==> src/rtl/note_sampler.sv <==
// note_sampler: draws a class index from an unnormalized score vector by
// scaling a uniform random fraction of the total and scanning the cumulative sum.
module note_sampler #(
  parameter  int NUM_CLASSES = 128,
  parameter  int PW          = 16,
  parameter  int DW          = 40,
  parameter  int RW          = 16,
  localparam int IW          = (NUM_CLASSES > 1) ? $clog2(NUM_CLASSES) : 1,
  localparam int SW          = PW + IW
) (
  input  logic          clk,
  input  logic          rst_n,
  input  logic          start,
  input  logic [DW-1:0] rnd_in,
  input  logic          prob_valid,
  input  logic [PW-1:0] prob_data,
  input  logic          prob_last,
  output logic          prob_ready,
  output logic          sample_valid,
  output logic [IW-1:0] sample_idx,
  output logic          sample_zero,
  output logic          busy
);
  typedef enum logic [2:0] {IDLE, LOAD, SCALE, SCAN, DONE} state_t;
  state_t state;
  logic [PW-1:0] mem [NUM_CLASSES];
  logic [RW-1:0] r;
  logic [SW-1:0] total, thr, cum, cum_next;
  logic [IW:0] count;
  logic [IW-1:0] i;
  logic [SW+RW-1:0] prod;
  logic accept, last_beat, hit;
  logic rnd_unused;
  assign rnd_unused = ^rnd_in;
  assign prob_ready = state == LOAD;
  assign busy = state != IDLE;
  assign accept = prob_valid && prob_ready;
  assign last_beat = prob_last || count == (IW+1)'(NUM_CLASSES - 1);
  assign prod = (SW+RW)'(total) * (SW+RW)'(r);
  assign cum_next = cum + SW'(mem[i]);
  // the last loaded entry is taken unconditionally so rounding in the threshold can never fall through
  assign hit = cum_next > thr || {1'b0, i} == count - 1'b1;
  always_ff @(posedge clk)
    if (accept) mem[count[IW-1:0]] <= prob_data;
  always_ff @(posedge clk or negedge rst_n)
    if (!rst_n) begin
      state <= IDLE;
      r <= '0;
      total <= '0;
      thr <= '0;
      cum <= '0;
      count <= '0;
      i <= '0;
      sample_valid <= 1'b0;
      sample_idx <= '0;
      sample_zero <= 1'b0;
    end else begin
      sample_valid <= 1'b0;
      case (state)
        IDLE: if (start) begin
          state <= LOAD;
          r <= rnd_in[RW-1:0];
          total <= '0;
          count <= '0;
        end
        LOAD: if (accept) begin
          total <= total + SW'(prob_data);
          count <= count + 1'b1;
          if (last_beat) state <= SCALE;
        end
        SCALE: begin
          thr <= SW'(prod >> RW);
          cum <= '0;
          i <= '0;
          if (total == '0) begin
            state <= DONE;
            sample_valid <= 1'b1;
            sample_idx <= '0;
            sample_zero <= 1'b1;
          end else state <= SCAN;
        end
        SCAN: if (hit) begin
          state <= DONE;
          sample_valid <= 1'b1;
          sample_idx <= i;
          sample_zero <= 1'b0;
        end else begin
          cum <= cum_next;
          i <= i + 1'b1;
        end
        DONE: state <= IDLE;
        default: state <= IDLE;
      endcase
    end
endmodule
==> config.mk <==
export PLATFORM = sky130hd
export DESIGN_NAME = note_sampler
export DESIGN_NICKNAME = d
export VERILOG_FILES = /design/src/rtl/note_sampler.sv
export SDC_FILE = /design/constraint.sdc
export NUM_CORES = 2
export LEC_CHECK = 0
export BUFFER_PORTS_ARGS = -buffer_cell sky130_fd_sc_hd__buf_4
export CORE_MARGIN = 1
export CORE_UTILIZATION = 55
export DETAILED_ROUTE_END_ITERATION = 6
export GPL_ROUTABILITY_DRIVEN = 0
export PLACE_DENSITY = 0.8
export SYNTH_ARGS = -nofsm -noshare
export SYNTH_HDL_FRONTEND = slang
export SYNTH_SLANG_ARGS = --single-unit
==> constraint.sdc <==
create_clock -name clk -period 7.2 [get_ports clk]
set_input_delay 0.36 -clock clk [delete_from_list [all_inputs] [get_ports clk]]
set_output_delay 0.36 -clock clk [all_outputs]
set_load 0.01 [all_outputs]
Word level (Yosys, flattened, before mapping)
Memory sizes are Yosys's and may differ from the RTL's.
Index checks and enable logic that the tools add are counted.
{"block": "word_totals", "register_bits": 112, "in_bits": 61, "ram_bits": 2048, "n_memories": 1, "word_cells": 69}
{"memory": "mem", "depth": 128, "word_bits": 16, "read_ports": 1, "rd_ports_with_merged_regs": 0, "wr": 1, "line_no": "26", "text": "logic [PW-1:0] mem [NUM_CLASSES];"}
{"block": "classes", "n_lt_le_gt_ge": 1, "multipliers": 1, "reduce_logical": 13, "mux": 27, "n_addsub": 5, "eq_ne": 11}
{"cell": "23-bit case mux with 2 select lines", "n": 2}
{"cell": "23-bit 2-to-1 mux", "n": 3}
{"cell": "23-bit by 16-bit adder with 23-bit output", "n": 2}
{"cell": "23-bit by 16-bit multiplier with 39-bit output", "n": 1}
{"cell": "7-bit case mux with 2 select lines", "n": 2}
{"cell": "23-bit greater-than comparator", "n": 1}
{"cell": "23-bit zero test", "n": 1}
{"cell": "7-bit 2-to-1 mux", "n": 3}
{"cell": "8-bit 2-to-1 mux", "n": 2}
{"cell": "8-bit case mux with 2 select lines", "n": 1}
{"cell": "3-bit 2-to-1 mux", "n": 5}
{"cell": "3-bit case mux with 4 select lines", "n": 1}
{"cell": "8-bit by 1-bit adder with 8-bit output, second input constant", "n": 1}
{"cell": "7-bit by 8-bit == test with 1-bit output", "n": 1}
{"cell": "8-bit by 7-bit == test with 1-bit output, second input constant", "n": 1}
{"cell": "2-bit inequality test, second input constant", "n": 4}
{"cell": "8-bit by 1-bit subtractor with 8-bit output, second input constant", "n": 1}
{"cell": "7-bit by 1-bit adder with 7-bit output, second input constant", "n": 1}
{"cell": "3-bit by 2-bit == test with 1-bit output, second input constant", "n": 2}
{"cell": "1-bit 2-to-1 mux", "n": 6}
{"cell": "3-bit AND reduction", "n": 2}
{"cell": "2-bit by 1-bit inequality test with 1-bit output, second input constant", "n": 2}
{"cell": "1-bit case mux with 2 select lines", "n": 2}
{"cell": "2-bit AND reduction", "n": 2}
{"cell": "7 further kinds", "n": 9}

Logic depth before layout (Yosys ltp)
An unclocked memory read counts as a cell.
{"block": "logic_depth", "depth_word": 6, "mapped_depth": 29, "mapped_depth_nobuf": 23}

Worst setup path before layout
No wires, ideal clock.
{"block": "synth_path", "kind": "flip-flop to flip-flop", "start": "register i[0]", "end": "register cum[22]", "setup_time_ps": 87, "path_slack_ps": 472, "arrival_time_ps": 6642, "stages_incl_launch_ff": 27, "path_cell_list": "dfrtp_1 > clkbuf_1 > clkbuf_1 > buf_1 > mux4_2 > mux4_2 > mux4_2 > mux2_2 > fa_1 > a21o_1 > a21oi_1 > o21ai_0 > a31oi_1 > nor3_1 > o31a_1 > nor3_1 > nor2_1 > ha_1 > nand4_1 > nor4b_1 > o21ai_0 > o21ai_0 > nand2_1 > o211ai_1 > buf_2 > mux2_1 > o211ai_1"}
{"block": "synth_via", "elab_chain_len": 6, "word_cells_on_any_way": 9, "cone_classes": "add/sub (1); order compare (1); eq/ne (2); mux (2); reduce/logical (2); memory (1)"}
{"item": "from (decl)", "line_no": "30", "text": "logic [IW-1:0] i;"}
{"item": "from (signal assigned)", "line_no": "89", "text": "i <= i + 1'b1;"}
{"item": "memory read 128 x 16 bit"}
{"item": "23-bit by 16-bit adder with 23-bit output", "line_no": "40", "text": "assign cum_next = cum + SW'(mem[i]);"}
{"item": "23-bit greater-than comparator", "line_no": "42", "text": "assign hit = cum_next > thr || {1'b0, i} == count - 1'b1;"}
{"item": "1-bit logical OR", "line_no": "42"}
{"item": "2-bit inequality test (no source line)"}
{"item": "2-bit AND reduction (no source line)"}
{"item": "to (signal assigned)", "line_no": "88", "text": "cum <= cum_next;"}
{"item": "to (decl)", "line_no": "28", "text": "logic [SW-1:0] total, thr, cum, cum_next;"}
Several ways; a longest one is shown, not always the timed one. The select of a mux whose other input is x is not followed.
A chain may end at the register's enable or synchronous reset.

Worst setup path after layout
{"block": "layout_path", "start": "register i[0]", "end": "register cum[12]"}
The elaborated chain is that of the path after synthesis.

==> results.json <==
{
  "numCtsBuffers": 200,
  "synth.yosys.warnings": 0,
  "remaining_drc_errors": 6,
  "synth_cell_types": 70,
  "start_util_pct": 55.5,
  "cpMaxStageDelayCell": "mux4_2",
  "mostFrequentLayoutCells": "2048 x edfxtp_1, 672 x mux4_2, 382 x inv_1",
  "layout_commonest_cell": "edfxtp_1",
  "fill_cells": 11000,
  "final.min_clock_period_ps": 7910,
  "min_period_over_period_pct": 110,
  "critPathMaxStageDelay_ps": 660,
  "grt-ovfl-total": 0,
  "antenna_found_initial": 30,
  "dr.first_iter.drc_count": 9503,
  "worstHoldStart": "prob_data[7]",
  "regToRegSetupSlack_ps": -710,
  "hp-class": "in -> reg",
  "hold_viol": 0,
  "cp.required_ps": 7880,
  "cts_buffer_depth": 3,
  "core_area_mm2": 0.174,
  "r2r_start": "i[0]",
  "avgSynthCellArea_um2": 18.6,
  "critPathMostFrequentCell": "buf_4",
  "power_density_mw_per_mm2": 387,
  "die_height_um": 422,
  "fin_cells": 8143,
  "rsz0062_at_grt": "true",
  "cp_max_fo": 13,
  "dr.pass1.iters": 7,
  "syn_nets": 5735,
  "grtUsageTotal_pct": 30.8,
  "setup_slack_ps": -715,
  "synth_top_area_share_pct": 63.5,
  "path_clk_slew_ps": 80,
  "viasPerCell": 6.83,
  "finalClockSkew_ps": 117,
  "io_buffers": 47,
  "maxCapViolations": 0,
  "synth-edff-count": 2048,
  "ys_seq_area_share_pct": 66.4,
  "synthFlopType": "edfxtp_1",
  "grt_max_degree": 98,
  "synth-async-reset-ratio_pct": 5.19,
  "ys_seq_elements": 2160,
  "clock-root-buffer": "clkbuf_16",
  "routed_wl_um": 285000,
  "grt_pass1_vias": 55700,
  "die_x_um": 422,
  "htree_levels": 4,
  "area_delta_synth_final_pct": 14.0,
  "die_area_mm2": 0.178,
  "status": "finished with violations",
  "dp_hpwl_um": 150000,
  "antenna_left": 0,
  "criticalPathCategory": "reg -> reg",
  "drv_slew": 0,
  "crit_start": "i[0]",
  "clock_sinks": 2160,
  "vias": 55600,
  "synth_area_mm2": 0.0968,
  "start_kind": "register",
  "place_area_mm2": 0.102,
  "vdd_drop_max_mv": 0.537,
  "placed_cells": 7677,
  "io_pins": 72,
  "power_uw": 42700,
  "yosys.area.top_type": "edfxtp_1",
  "p_leak_uw": 0.0374,
  "failed_checks": "DRC, setup timing",
  "grt_pass1_wl_um": 393000,
  "holdWs_ps": 39.9,
  "ys_top_cells_by_area": "edfxtp_1 64%, mux4_2 16%, fa_1 6.1%",
  "finish.utilization_pct": 63.3,
  "cts_tree": "yes",
  "rows": 153,
  "clock_latency_ps": 910,
  "syn-instance-count": 5215,
  "worst_setup_path_end_kind": "register",
  "tightest_slew_ps": 1230,
  "fin_area_mm2": 0.110,
  "drive_above_1_share_pct": 26.7,
  "final-setup-viol-count": 42,
  "fmax_ghz": 0.126,
  "wl_per_cell_um": 35.0,
  "arrival_ps": 8600,
  "final_nets": 6158,
  "slew-limit-headroom_pct": 17.4
}
==> timing repair <==
action	in CTS	in global routing
pin swaps	7	30
setup endpoints to repair	42	50
setup buffers	20	25
hold endpoints to repair	177	0
gates cloned	11	5
gates resized for setup	65	109
hold buffers	25	0
==> per-layer routing <==
| layer | GRT usage (%) | vias up | wire length [um] |
|---|---|---|---|
| met2 | 49.3 | 5019 | 137000 |
| li1 | - | 21000 | - |
| met3 | 8.25 | 1236 | 38100 |
| met4 | 16.6 | 34 | 18800 |
| met1 | 38.7 | 28300 | 90800 |
| met5 | 0 | - | 218 |
==> Yosys cell counts (13+ instances only) <==
| master | n |
|---|---|
| a21o_1 | 28 |
| dfrtp_1 | 112 |
| clkbuf_1 | 175 |
| xor2_1 | 13 |
| nand2_1 | 370 |
| nand3_1 | 53 |
| xnor2_1 | 41 |
| nand2b_1 | 18 |
| inv_1 | 382 |
| mux4_2 | 672 |
| edfxtp_1 | 2048 |
| and3_1 | 13 |
| nand4_1 | 20 |
| buf_1 | 37 |
| or3_1 | 15 |
| mux2_2 | 26 |
| o31ai_1 | 18 |
| buf_2 | 42 |
| o21ai_0 | 81 |
| nor2_1 | 176 |
| fa_1 | 293 |
| and2_1 | 173 |
| ha_1 | 166 |
| nor3_1 | 29 |
| a21oi_1 | 57 |
==> power by group <==
part	total [uW]	internal [uW]	switching [uW]
Combinational	17600	7650	9900
Sequential	14500	14000	532
Clock	10700	5610	5050
Total	42700	27200	15500
==> cells by family after synthesis <==
| logic type | Yosys count | share of synthesized area [%] |
|---|---|---|
| flip-flops | 2160 | 66.4 |
| multiplexers | 704 | 16.0 |
| adder cells (fa/ha/maj) | 459 | 8.20 |
| AO/OA/AOI/OAI | 278 | 1.86 |
| XOR/XNOR | 54 | 0.488 |
| buffers and inverters | 651 | 2.65 |
| AND/OR/NAND/NOR | 909 | 4.39 |
==> state kept, by name, summed over array words and instances, names as in the netlist <==
name          count
count             8
cum              23
i                 7
mem            2048
r                16
sample_idx        7
sample_valid      1
sample_zero       1
state             3
thr              23
total            23
==> worst max-delay path: cells and delay by family, from the launching register on <==
| family | cells | cell delay, ps |
|---|---|---|
| multiplexers | 4 | 2100 |
| buffers and inverters | 8 | 1300 |
| adder cells (fa/ha/maj) | 3 | 860 |
| flip-flops | 1 | 450 |
| AO/OA/AOI/OAI | 13 | 2520 |
| XOR/XNOR | 1 | 210 |
| AND/OR/NAND/NOR | 1 | 290 |
==> cell type report <==
class                           instances  area, um2  area share [%]
Antenna cell                           14       35.0          0.0317
Tap cell                             2325       2910            2.64
Clock buffer                          245       5190            4.71
Multi-Input combinational cell       2404      30400            27.5
Sequential cell                      2160      64300            58.3
Inverter                              382       1430            1.30
Timing Repair Buffer                  490       4830            4.38
Clock inverter                        123       1240            1.13
==> through the flow <==
| step | setup slack (ps) | setup TNS (ps) |
|---|---|---|
| final | -715 | -15170 |
| after global routing | -747 | -17370 |
| after CTS | -3.38 | -3.38 |
| after detailed placement | -243 | -4490 |
| after global placement | -161 | -3610 |
| after floorplan | 472 | 0 |
==> path summary, 6_finish.rpt <==
kind,endpoint,cells past startpoint
setup / recovery,cum[12],30
hold / removal,mem[27][7],1
setup reg to reg,cum[12],30
hold reg to reg,thr[17],2
max in group asynchronous,i[0],3
min in group asynchronous,r[15],2
(Power assumes the default switching activity.)
